`src/rtl/fetch_unit.sv`:
```
// fetch_unit: sequential PC generation, imem request/grant/response
// handshake and a prefetch FIFO of {pc, instr} feeding decode.
module fetch_unit #(
   parameter int               WIDTH    = 32,
   parameter int               DEPTH    = 4,
   parameter logic [WIDTH-1:0] RESET_PC = '0
) (
   input  logic             clk,
   input  logic             rst,
   output logic             imem_req,
   output logic [WIDTH-1:0] imem_addr,
   input  logic             imem_gnt,
   input  logic             imem_rvalid,
   input  logic [31:0]      imem_rdata,
   input  logic             redirect,
   input  logic [WIDTH-1:0] redirect_pc,
   output logic             id_valid,
   input  logic             id_ready,
   output logic [31:0]      id_instr,
   output logic [WIDTH-1:0] id_pc
);
   localparam int          AW  = $clog2(DEPTH);
   localparam int          CW  = AW + 1;
   localparam logic [31:0] NOP = 32'h0000_0013;
   localparam logic [CW:0] CAP = (CW+1)'(DEPTH);

   logic [WIDTH-1:0] r_fetch_pc;
   logic [WIDTH-1:0] r_resp_pc;
   logic [31:0]      r_instr [DEPTH];
   logic [WIDTH-1:0] r_pc    [DEPTH];
   logic [AW-1:0]    r_wptr;
   logic [AW-1:0]    r_rptr;
   logic [CW-1:0]    r_count;
   logic [CW-1:0]    r_outst;
   logic [CW-1:0]    r_drop;

   logic             w_gnt;
   logic             w_rv;
   logic             w_push;
   logic             w_pop;
   logic             w_valid;
   logic [CW:0]      w_used;
   logic [WIDTH-1:0] w_target;

   // credit: buffered words plus words still in flight never exceed DEPTH
   assign w_used    = {1'b0, r_count} + {1'b0, r_outst};
   assign imem_req  = rst && !redirect && (w_used < CAP);
   assign imem_addr = r_fetch_pc;
   assign w_gnt     = imem_req && imem_gnt;
   assign w_rv      = imem_rvalid && (r_outst != '0);
   assign w_push    = w_rv && (r_drop == '0) && !redirect;
   assign w_valid   = (r_count != '0);
   assign w_pop     = w_valid && id_ready && !redirect;
   assign w_target  = redirect_pc & ~WIDTH'(3);

   assign id_valid = w_valid;
   assign id_instr = w_valid ? r_instr[r_rptr] : NOP;
   assign id_pc    = w_valid ? r_pc[r_rptr] : '0;

   always_ff @(posedge clk or negedge rst) begin
      if (!rst) begin
         r_fetch_pc <= RESET_PC;
         r_resp_pc  <= RESET_PC;
         r_wptr     <= '0;
         r_rptr     <= '0;
         r_count    <= '0;
         r_outst    <= '0;
         r_drop     <= '0;
      end else if (redirect) begin
         // everything still in flight belongs to the old stream
         r_fetch_pc <= w_target;
         r_resp_pc  <= w_target;
         r_wptr     <= '0;
         r_rptr     <= '0;
         r_count    <= '0;
         r_outst    <= r_outst - CW'(w_rv);
         r_drop     <= r_outst - CW'(w_rv);
      end else begin
         if (w_gnt) begin
            r_fetch_pc <= r_fetch_pc + WIDTH'(4);
         end
         if (w_push) begin
            r_resp_pc <= r_resp_pc + WIDTH'(4);
            r_wptr    <= r_wptr + AW'(1);
         end
         if (w_pop) begin
            r_rptr <= r_rptr + AW'(1);
         end
         r_count <= r_count + CW'(w_push) - CW'(w_pop);
         r_outst <= r_outst + CW'(w_gnt) - CW'(w_rv);
         if (w_rv && (r_drop != '0)) begin
            r_drop <= r_drop - CW'(1);
         end
      end
   end

   always_ff @(posedge clk or negedge rst) begin
      if (!rst) begin
         for (int i = 0; i < DEPTH; i++) begin
            r_instr[i] <= NOP;
            r_pc[i]    <= '0;
         end
      end else if (w_push) begin
         r_instr[r_wptr] <= imem_rdata;
         r_pc[r_wptr]    <= r_resp_pc;
      end
   end

   a_outst: assert property (@(posedge clk) disable iff (!rst)
      r_outst <= CW'(DEPTH));
   a_drop: assert property (@(posedge clk) disable iff (!rst)
      r_drop <= r_outst);

endmodule

```
`config.mk`:
```
export PLATFORM = sky130hd
export DESIGN_NAME = fetch_unit
export DESIGN_NICKNAME = d
export VERILOG_FILES = /design/src/rtl/fetch_unit.sv
export SDC_FILE = /design/constraint.sdc
export NUM_CORES = 1
export LEC_CHECK = 0
export ABC_AREA = 1
export CORE_AREA = 2 2 248 250
export CTS_BUF_LIST = sky130_fd_sc_hd__clkbuf_16
export DETAILED_ROUTE_END_ITERATION = 16
export DIE_AREA = 0 0 250 252
export DONT_BUFFER_PORTS = 1
export GPL_TIMING_DRIVEN = 1
export SLEW_MARGIN = 10
export SYNTH_ARGS = -nofsm -noshare
export SYNTH_HDL_FRONTEND = slang
export SYNTH_SLANG_ARGS = --single-unit
```
`constraint.sdc`:
```
create_clock -name clk -period 7.6 [get_ports clk]
set_input_delay 0.76 -clock clk [delete_from_list [all_inputs] [get_ports clk]]
set_output_delay 0.76 -clock clk [all_outputs]
set_load 0.02 [all_outputs]
```
==> key figures, run 1 <==
Synth
  – Register area share after synthesis: 49.7%
  – Synth cell types: 38
  – Post-synthesis register bit count: 321
  – EDFF count, synth: 0
  – Post-Syn Area per Cell: 7.73 µm²
  – Asr flop ratio synth: 100%
  – Primary FF master, synth: dfrtp_1
  – Mapped Cells: 2092
  – Ys Warns: 0
  – Post-Syn Area: 16200 µm²

Detailed routing
  – # DRC: 0
  – DRT iter0 DRCs: 1032
  – WL final: 46.0 mm
  – DR vias: 13600
  – Antenna violation net count after detailed routing: 0
  – WL/cell: 16.2 µm
  – First-pass detailed-route iteration total: 5
  – Vias/cell: 4.78

Clocking
  – Cts bufs inserted: 40
  – CTS tree: done
  – Clock sinks: 321
  – Clk slew on worst S/H paths: 0.05 ns
  – Post CTS Setup Buffer Count: 0
  – H-tree depth: 2
  – Worst-Skew Late Latency: 0.56 ns
  – Post-CTS sizing: 0
  – Max Root-Sink Buffers: 3
  – Clk root buf: clkbuf_16

Setup path
  – CP max-delay cell: a21oi_1
  – Worst path cell trace: clkinv_2 -> buf_4 -> o21ai_0 -> a21oi_1
  – CP max FO: 71
  – Crit path largest cell delay: 0.71 ns
  – WP data arrival: 3.49 ns
  – Worst Setup End Kind: output port
  – Crit path kind: reg -> out
  – Critical Path Start Type: register
  – Buf/Inv on CP: 2
  – Required @ worst endpoint: 6.84 ns
  – Critical path's top delay family: buffers and inverters

Layout
  – Fillers: 6443
  – Fraction of layout cells with a size suffix above 1: 5.43%
  – Nets: 2120
  – Most frequent cells in the layout: nand2_1 (492), nor2_1 (334), dfrtp_1 (307), o21ai_0 (289), inv_1 (153)
  – Post-layout util: 29.8%
  – Layout area overhead: 10.7%
  – Most common cell after layout, fill and taps aside: nand2_1

Floorplanning
  – Row Count: 90
  – Die area: 63000 µm²
  – Die Span Y: 252 µm
  – Ports: 168
  – Die width: 250 µm
  – Initial core utilization: 26.9%
  – Core ar.: 60100 µm²

Global route
  – Number of global-route vias before repair: 12900
  – Grt ovf: 0
  – Largest net degree at the start of global routing: 323
  – Initial antenna violation count: 1
  – Total GRT Usage: 14.6%
  – First-pass GRT wire length: 73.2 mm

STA
  – TNS Setup: 0 ns
  – Worst Clk Skew: 0.0256 ns
  – Hold WS: -0.0897 ns
  – Least-Margin Pin Slew: 1.08 ns
  – Minimum clock period: 4.25 ns
  – Max_slew headroom: 27.9%
  – Final Cycle Share: 55.9%
  – FMAX: 235 MHz
  – RSZ-0062 raised after global routing: false
  – Count of final hold-check violations: 75
  – # setup viols final: 0
  – Final Max Tran Viols: 0

Placed design
  – I/O Buffers: 0
  – Placer Congestion: 0.840
  – Post-DP HPWL: 28.7 mm

Outcome
  – Status: complete, but fails checks
  – Failing checks: negative hold slack

Pwr
  – VDD IR max: 0.194 mV
  – Static Leak: 0.00814 µW
  – Total power: 6200 µW
  – Pwr/cell area: 346 nW/µm²

Job
  – Max cap viols: 0

Min path
  – HP Class: in -> async
## logic make-up after synthesis
logic type                 count (synthesis)  share of synthesized area, %
DFF                                      321                          49.7
other                                      1                        0.0232
buffers and inverters                    267                          7.80
and+or+nand+nor                          955                          23.6
adders and majority gates                 18                          1.48
AOI/OAI and AO/OA                        514                          16.5
xor gates and xnor gates                  16                         0.866
## synth_stat cells (all sizes together), types with 2 or more instances
master  count  area share [%]
inv       146             3.4
xor2       13            0.70
buf        57             2.9
o311ai      3            0.16
o21bai      4            0.19
o21ai     406              13
nand4       5            0.19
nor2      338             8.0
nand3      87             2.7
xnor2       3            0.16
a21oi      82             2.5
dfrtp     309              48
nand2     498              12
dfstp      12             1.9
ha         16             1.2
a31oi       3            0.12
o211ai     15            0.70
nor3       18            0.56
clkbuf     63             1.5
or2         6            0.23
fa          2            0.25
nand3b      2            0.12
## report_power, final
group / leakage (µW) / total [µW] / switching [µW] / internal, µW
clock network: 0.000694 / 1930 / 748 / 1180
logic: 0.00323 / 1850 / 1310 / 535
registers: 0.00421 / 2420 / 325 / 2100
## sequential cells by signal, summed over array words and instances (netlist names), 3 cells and up
name,cells
r_instr,128
r_pc,120
imem_addr,30
r_resp_pc,30
r_count,3
r_drop,3
r_outst,3
## path summary, 6_finish.rpt
path,startpoint,to,slack [ns],cells after the start
worst max-delay path,r_rptr[0],id_pc[18],3.35,4
worst min-delay path,rst,imem_addr[27],-0.09,0
worst max register to register,r_count[1],r_count[2],4.19,14
worst min register to register,r_instr[1],r_instr[1],0.47,2
max in group asynchronous,rst,r_instr[95],6.83,0
min in group clk,redirect,r_count[0],0.29,1
## metal layers
| layer | track usage (%) | vias to the layer above | wire [µm] |
|---|---|---|---|
| li1 | - | 6661 | - |
| met1 | 19.0 | 6451 | 20000 |
| met2 | 23.6 | 436 | 21300 |
| met3 | 3.89 | 70 | 3700 |
| met4 | 4.69 | 0 | 1130 |
| met5 | 0 | - | 0 |
## per-stage QoR
step | setup slack, ns | std cells | area [µm²]
after floorplan | 4.53 | 2095 | 16200
after global placement | 3.95 | 2772 | 16600
after detailed placement | 3.91 | 2772 | 16600
after CTS | 3.31 | 2845 | 17900
after global routing | 3.07 | 2845 | 17900
final | 3.35 | 2847 | 17900
## cell type report
| type | count | area (µm²) | share of cell area [%] |
|---|---|---|---|
| timing repair buffer | 15 | 113 | 0.628 |
| sequential | 321 | 8050 | 44.9 |
| clock inverter | 32 | 302 | 1.68 |
| multi-input combinational | 1507 | 6890 | 38.4 |
| antenna | 2 | 5.00 | 0.0279 |
| inverter | 147 | 553 | 3.09 |
| clock buffer | 41 | 1030 | 5.73 |
| tap | 782 | 978 | 5.46 |
(Power assumes the default switching activity.)
==> run 2, diff against run 1 <==
- clock period: 7.6 -> 3.85 ns (I/O delays scaled with it)
==> run 2 against run 1 <==
Against the previous run:
- the run still ends with negative hold slack left
- sequential power increased by 96%
- largest power group unchanged
- critical path type unchanged
- clock skew decreased by 0.0035 ns
- combinational power increased by 100%
- register-to-register slack got worse by 3.3 ns
- count of clock-buffer cells in the layout decreased by 1
- via count increased by 1.0%
- wire length increased by 1.6%
- global-route usage increased by 0.19 points
- sequential cell count unchanged
- power increased by 94%
- utilization increased by 0.27 points
==> key figures, run 2 (synthesized netlist as in run 1, its figures left out) <==
Outcome
  – Status: complete, but fails checks (unchanged)
  – Failing checks: negative hold slack (unchanged)

Placed design
  – Placer Congestion: 0.845 (was 0.840)
  – I/O Buffers: 0 (unchanged)
  – Placed Cells incl. Taps: 2779 (was 2772)
  – Post-DP HPWL: 29.3 mm (was 28.7 mm)

Pwr
  – Pwr/cell area: 665 nW/µm² (was 346 nW/µm²)
  – VDD IR max: 0.612 mV (was 0.194 mV)
  – Static Leak: 0.00819 µW (was 0.00814 µW)

STA
  – Least-Margin Pin Slew: 1.33 ns (was 1.08 ns)
  – Final Max Tran Viols: 0 (unchanged)
  – Count of final hold-check violations: 309 (was 75)
  – # setup viols final: 0 (unchanged)
  – Minimum clock period: 3.25 ns
  – TNS Setup: 0 ns (unchanged)
  – Worst Clk Skew: 0.0221 ns (was 0.0256 ns)
  – Hold WS: -0.471 ns (was -0.0897 ns)
  – FMAX: 307 MHz
  – RSZ-0062 raised after global routing: false (unchanged)
  – Final Cycle Share: 84.5%
  – Max_slew headroom: 11.5% (was 27.9%)

Clocking
  – CTS tree: done (unchanged)
  – Cts-stage hold buffer count: 21
  – Cts bufs inserted: 39 (was 40)
  – Max Root-Sink Buffers: 3 (unchanged)
  – H-tree depth: 2 (unchanged)
  – Clk root buf: clkbuf_16 (unchanged)
  – Worst-Skew Late Latency: 0.56 ns (about the same)
  – Post-CTS sizing: 0 (unchanged)
  – Clock sinks: 321 (unchanged)
  – Post CTS Setup Buffer Count: 0 (unchanged)
  – Clk slew on worst S/H paths: 0.06 ns (was 0.05 ns)

Floorplanning
  – Die Span Y: 252 µm (unchanged)
  – Ports: 168 (unchanged)
  – Die area: 63000 µm² (unchanged)
  – Core ar.: 60100 µm² (unchanged)
  – Die width: 250 µm (unchanged)
  – Initial core utilization: 26.9% (unchanged)
  – Row Count: 90 (unchanged)

Layout
  – Nets: 2147 (was 2120)
  – Most frequent cells in the layout: nand2_1 (492), nor2_1 (334), dfrtp_1 (307), o21ai_0 (289), inv_1 (151) (was nand2_1 (492), nor2_1 (334), dfrtp_1 (307), o21ai_0 (289), inv_1 (153))
  – Biggest register: r_instr (unchanged)
  – Finished Layout Cells: 2869 (was 2847)
  – # diodes: 0 (was 2)
  – Most common cell after layout, fill and taps aside: nand2_1 (unchanged)
  – Layout area overhead: 11.7% (was 10.7%)
  – Regs by FF count: r_instr (128), r_pc (120) (unchanged)
  – Largest register FFs: 128 (unchanged)
  – Fraction of layout cells with a size suffix above 1: 5.56% (was 5.43%)

Detailed routing
  – WL/cell: 16.3 µm (was 16.2 µm)
  – # DRC: 0 (unchanged)
  – Vias/cell: 4.80 (was 4.78)
  – WL final: 46.8 mm (was 46.0 mm)
  – DRT iter0 DRCs: 1095 (was 1032)
  – Antenna violation net count after detailed routing: 0 (unchanged)
  – DR vias: 13800 (was 13600)
  – First-pass detailed-route iteration total: 7 (was 5)

Global route
  – Total GRT Usage: 14.8% (was 14.6%)
  – Grt ovf: 0 (unchanged)
  – First-pass GRT wire length: 74.6 mm (was 73.2 mm)
  – Largest net degree at the start of global routing: 323 (unchanged)
  – Initial antenna violation count: 0 (was 1)
  – Number of global-route vias before repair: 13200 (was 12900)

Setup path
  – Critical path's top delay family: compound AO/OA/AOI/OAI gates (was buffers and inverters)
  – Critical Path Start Type: register (unchanged)
  – Required @ worst endpoint: 3.46 ns (was 6.84 ns)
  – CP max FO: 27 (was 71)
  – Crit path largest cell delay: 0.69 ns (was 0.71 ns)
  – Reg2reg path depth: 13 (was 14)
  – CP max-delay cell: dfrtp_2 (was a21oi_1)
  – Worst path cell trace: inv_2 -> buf_4 -> nor2_1 -> o21ai_0 -> a21oi_1 (was clkinv_2 -> buf_4 -> o21ai_0 -> a21oi_1)
  – WP data arrival: 2.87 ns (was 3.49 ns)
  – Buf/Inv on CP: 2 (unchanged)
  – Crit path kind: reg -> out (unchanged)
  – Worst Setup End Kind: output port (unchanged)
  – Stages on worst setup path: 5 (was 4)

Min path
  – HP Class: in -> async (unchanged)

Job
  – Max cap viols: 0 (unchanged)
-- run 2: area by class of cell --
cell class	instances	area (µm²)
Fill cell	6466	42100
Clock buffer	40	1000
Tap cell	782	978
Inverter	147	553
Multi-Input combinational cell	1507	6890
Clock inverter	29	205
Timing Repair Buffer	43	400
Sequential cell	321	8050
-- run 2: layer usage --
| metal | GRT usage [%] | share of wire, % | up-vias |
|---|---|---|---|
| met5 | 0 | 0 | - |
| met4 | 4.69 | 2.3 | 0 |
| met2 | 24.0 | 46 | 427 |
| met3 | 3.04 | 6.8 | 65 |
| met1 | 19.8 | 45 | 6580 |
| li1 | - | - | 6688 |
-- run 2: where the power goes --
| group | switching [µW] | leakage [µW] | internal, µW |
|---|---|---|---|
| Combinational | 2660 | 0.00335 | 1110 |
| Clock | 1500 | 0.000623 | 2020 |
| Sequential | 596 | 0.00421 | 4140 |
-- run 2: path summary, 6_finish.rpt --
| kind | startpoint | end | slack, ns |
|---|---|---|---|
| max | r_rptr[1] | id_pc[16] | 0.60 |
| min | rst | imem_addr[25] | -0.47 |
| max reg2reg | r_outst[2] | r_outst[2] | 0.91 |
| min reg2reg | r_instr[1] | r_instr[1] | 0.47 |
| max in group asynchronous | rst | r_instr[20] | 3.24 |
| min in group clk | redirect_pc[23] | imem_addr[23] | 0.03 |
-- run 2: stage by stage --
stage | setup WS, ns | util [%] | hold slack [ns] | total power (µW) | area (µm²)
floorplan | 1.05 | - | 0.0894 | 7500 | 16200
global placement | 0.899 | 27.7 | 0.108 | 8450 | 16700
detailed placement | 0.915 | 27.7 | 0.106 | 8560 | 16700
CTS | 0.531 | 30.1 | -0.511 | 12200 | 18100
global route | 0.403 | 30.1 | -0.503 | 12900 | 18100
finish | 0.596 | 30.1 | -0.471 | 12000 | 18100
==> edit, RTL diff (config.mk and constraints of run 2) <==
The parameter `DEPTH` goes from 4 to 2.
--- a/src/rtl/fetch_unit.sv
+++ b/src/rtl/fetch_unit.sv
@@ -4,3 +4,3 @@
    parameter int               WIDTH    = 32,
-   parameter int               DEPTH    = 4,
+   parameter int               DEPTH    = 2,
    parameter logic [WIDTH-1:0] RESET_PC = '0
Formal check against the unedited RTL: not equivalent (a bounded check fails within 4 cycles, from zero or initial values and one cycle with rst low).
==> edit against run 2 <==
Clock skew is 4.9 ps lower. Power is 40% lower. Sequential power down 31%. Worst setup slack better by 400 ps. Critical path type unchanged. Cell area down 37%. Routed wire length decreased by 32%. The run still ends with negative hold slack left. Area after synthesis fell by 38%. Sequential cell count decreased by 129. Via count is 39% lower.
==> edit: results <==
outcome:
  status: "finished with violations"
  violations: "negative hold slack"
pwr:
  seq_power_share: 0.453
  clkPwrFrac: 0.274
  p_leak_nw: 5.04
  ir_drop_uv: 389
  powerClk_mw: 1.96
global_routing:
  grt_max_degree: 194
  grt_pass1_vias: 7838
  grt.met1_usage: 0.148
  use_met2: 0.149
  grt_first_pass_wirelength_um: 48800
  grt_usage: 0.102
cells_and_area:
  nFillCells: 6896
  multi_input_area_um2: 4400
  antenna_cells: 1
  multi_input_area_share: 0.385
  buffer_area_frac: 0.00658
  multi_input_comb_cells: 957
  inverters_excl_clock: 132
  top_regs: "r_instr x64, r_pc x60"
  drive_gt1_frac: 0.0515
  signal_buffers: 8
  nets: 1387
synthesis:
  synth_xor_area_frac: 0.0165
  yosys-top-cells-count: "nand2_1, dfrtp_1, inv_1"
  synth-compound-area-share: 0.144
  synthAdderAreaFrac: 0.0119
  ys_types: 36
  syn_avg_cell_area_um2: 7.50
sta:
  tightest_slew_ps: 932
  finalHoldViolCount: 186
  holdWs_ps: -390
  fin_worst_skew_ps: 17.3
setup_path:
  r2r_slack_ps: 1190
  critical_path.reg2reg.startpoint: "r_outst[0]"
  critical_path.max_fanout: 46
  slowest_delay_ps: 660
  critical-path-top-delay-family: "buffers and inverters"
cts:
  htreeDepth: 4
  clkTransAtPathRegs_ps: 90
  clockBufferDepth: 2
  holdBufCountCts: 1
place:
  place_area_um2: 10800
  globalplace.congestion: 0.861
  place_ws_ps: 1130
  placed_cells: 2070
  post-dp-hpwl_um: 22300
drt:
  avgRoutedWirePerCell_um: 15.0
  drt-vias-per-instance: 4.00
  wl_met1_um: 15600
  drt_first_iter_violations: 700
==> edit: changes by cell type in the layout (fill, tap and decap cells not counted), moves of 21 or more <==
cell       before  now
nor2_1        334   81
o21ai_0       289   56
dfrtp_1       307  185
clkbuf_16      40   17
nand2_1       492  469
inv_1         151  130
nand3_1        87   66
==> edit: worst max path at each step <==
stage,start,end,slack (ps),cells after the start
after floorplan,r_outst[0],r_outst[1],1500,13
after global placement,r_outst[0],imem_addr[11],1140,12
after detailed placement,r_count[0],r_outst[1],1130,13
after CTS,r_rptr,id_instr[8],920,4
after global routing,r_rptr,id_instr[14],790,4
final,r_rptr,id_instr[8],1000,4
==> edit: worst register-to-register path: stages, from the launching register on <==
cell	delay, ps
dfrtp_1	430
nand2_1	90
inv_1	50
fa_1	420
inv_1	70
nand3_1	90
inv_1	230
nand2_2	220
ha_1	330
inv_1	40
ha_1	170
xor2_1	150
xnor2_1	120
o21ai_0	160
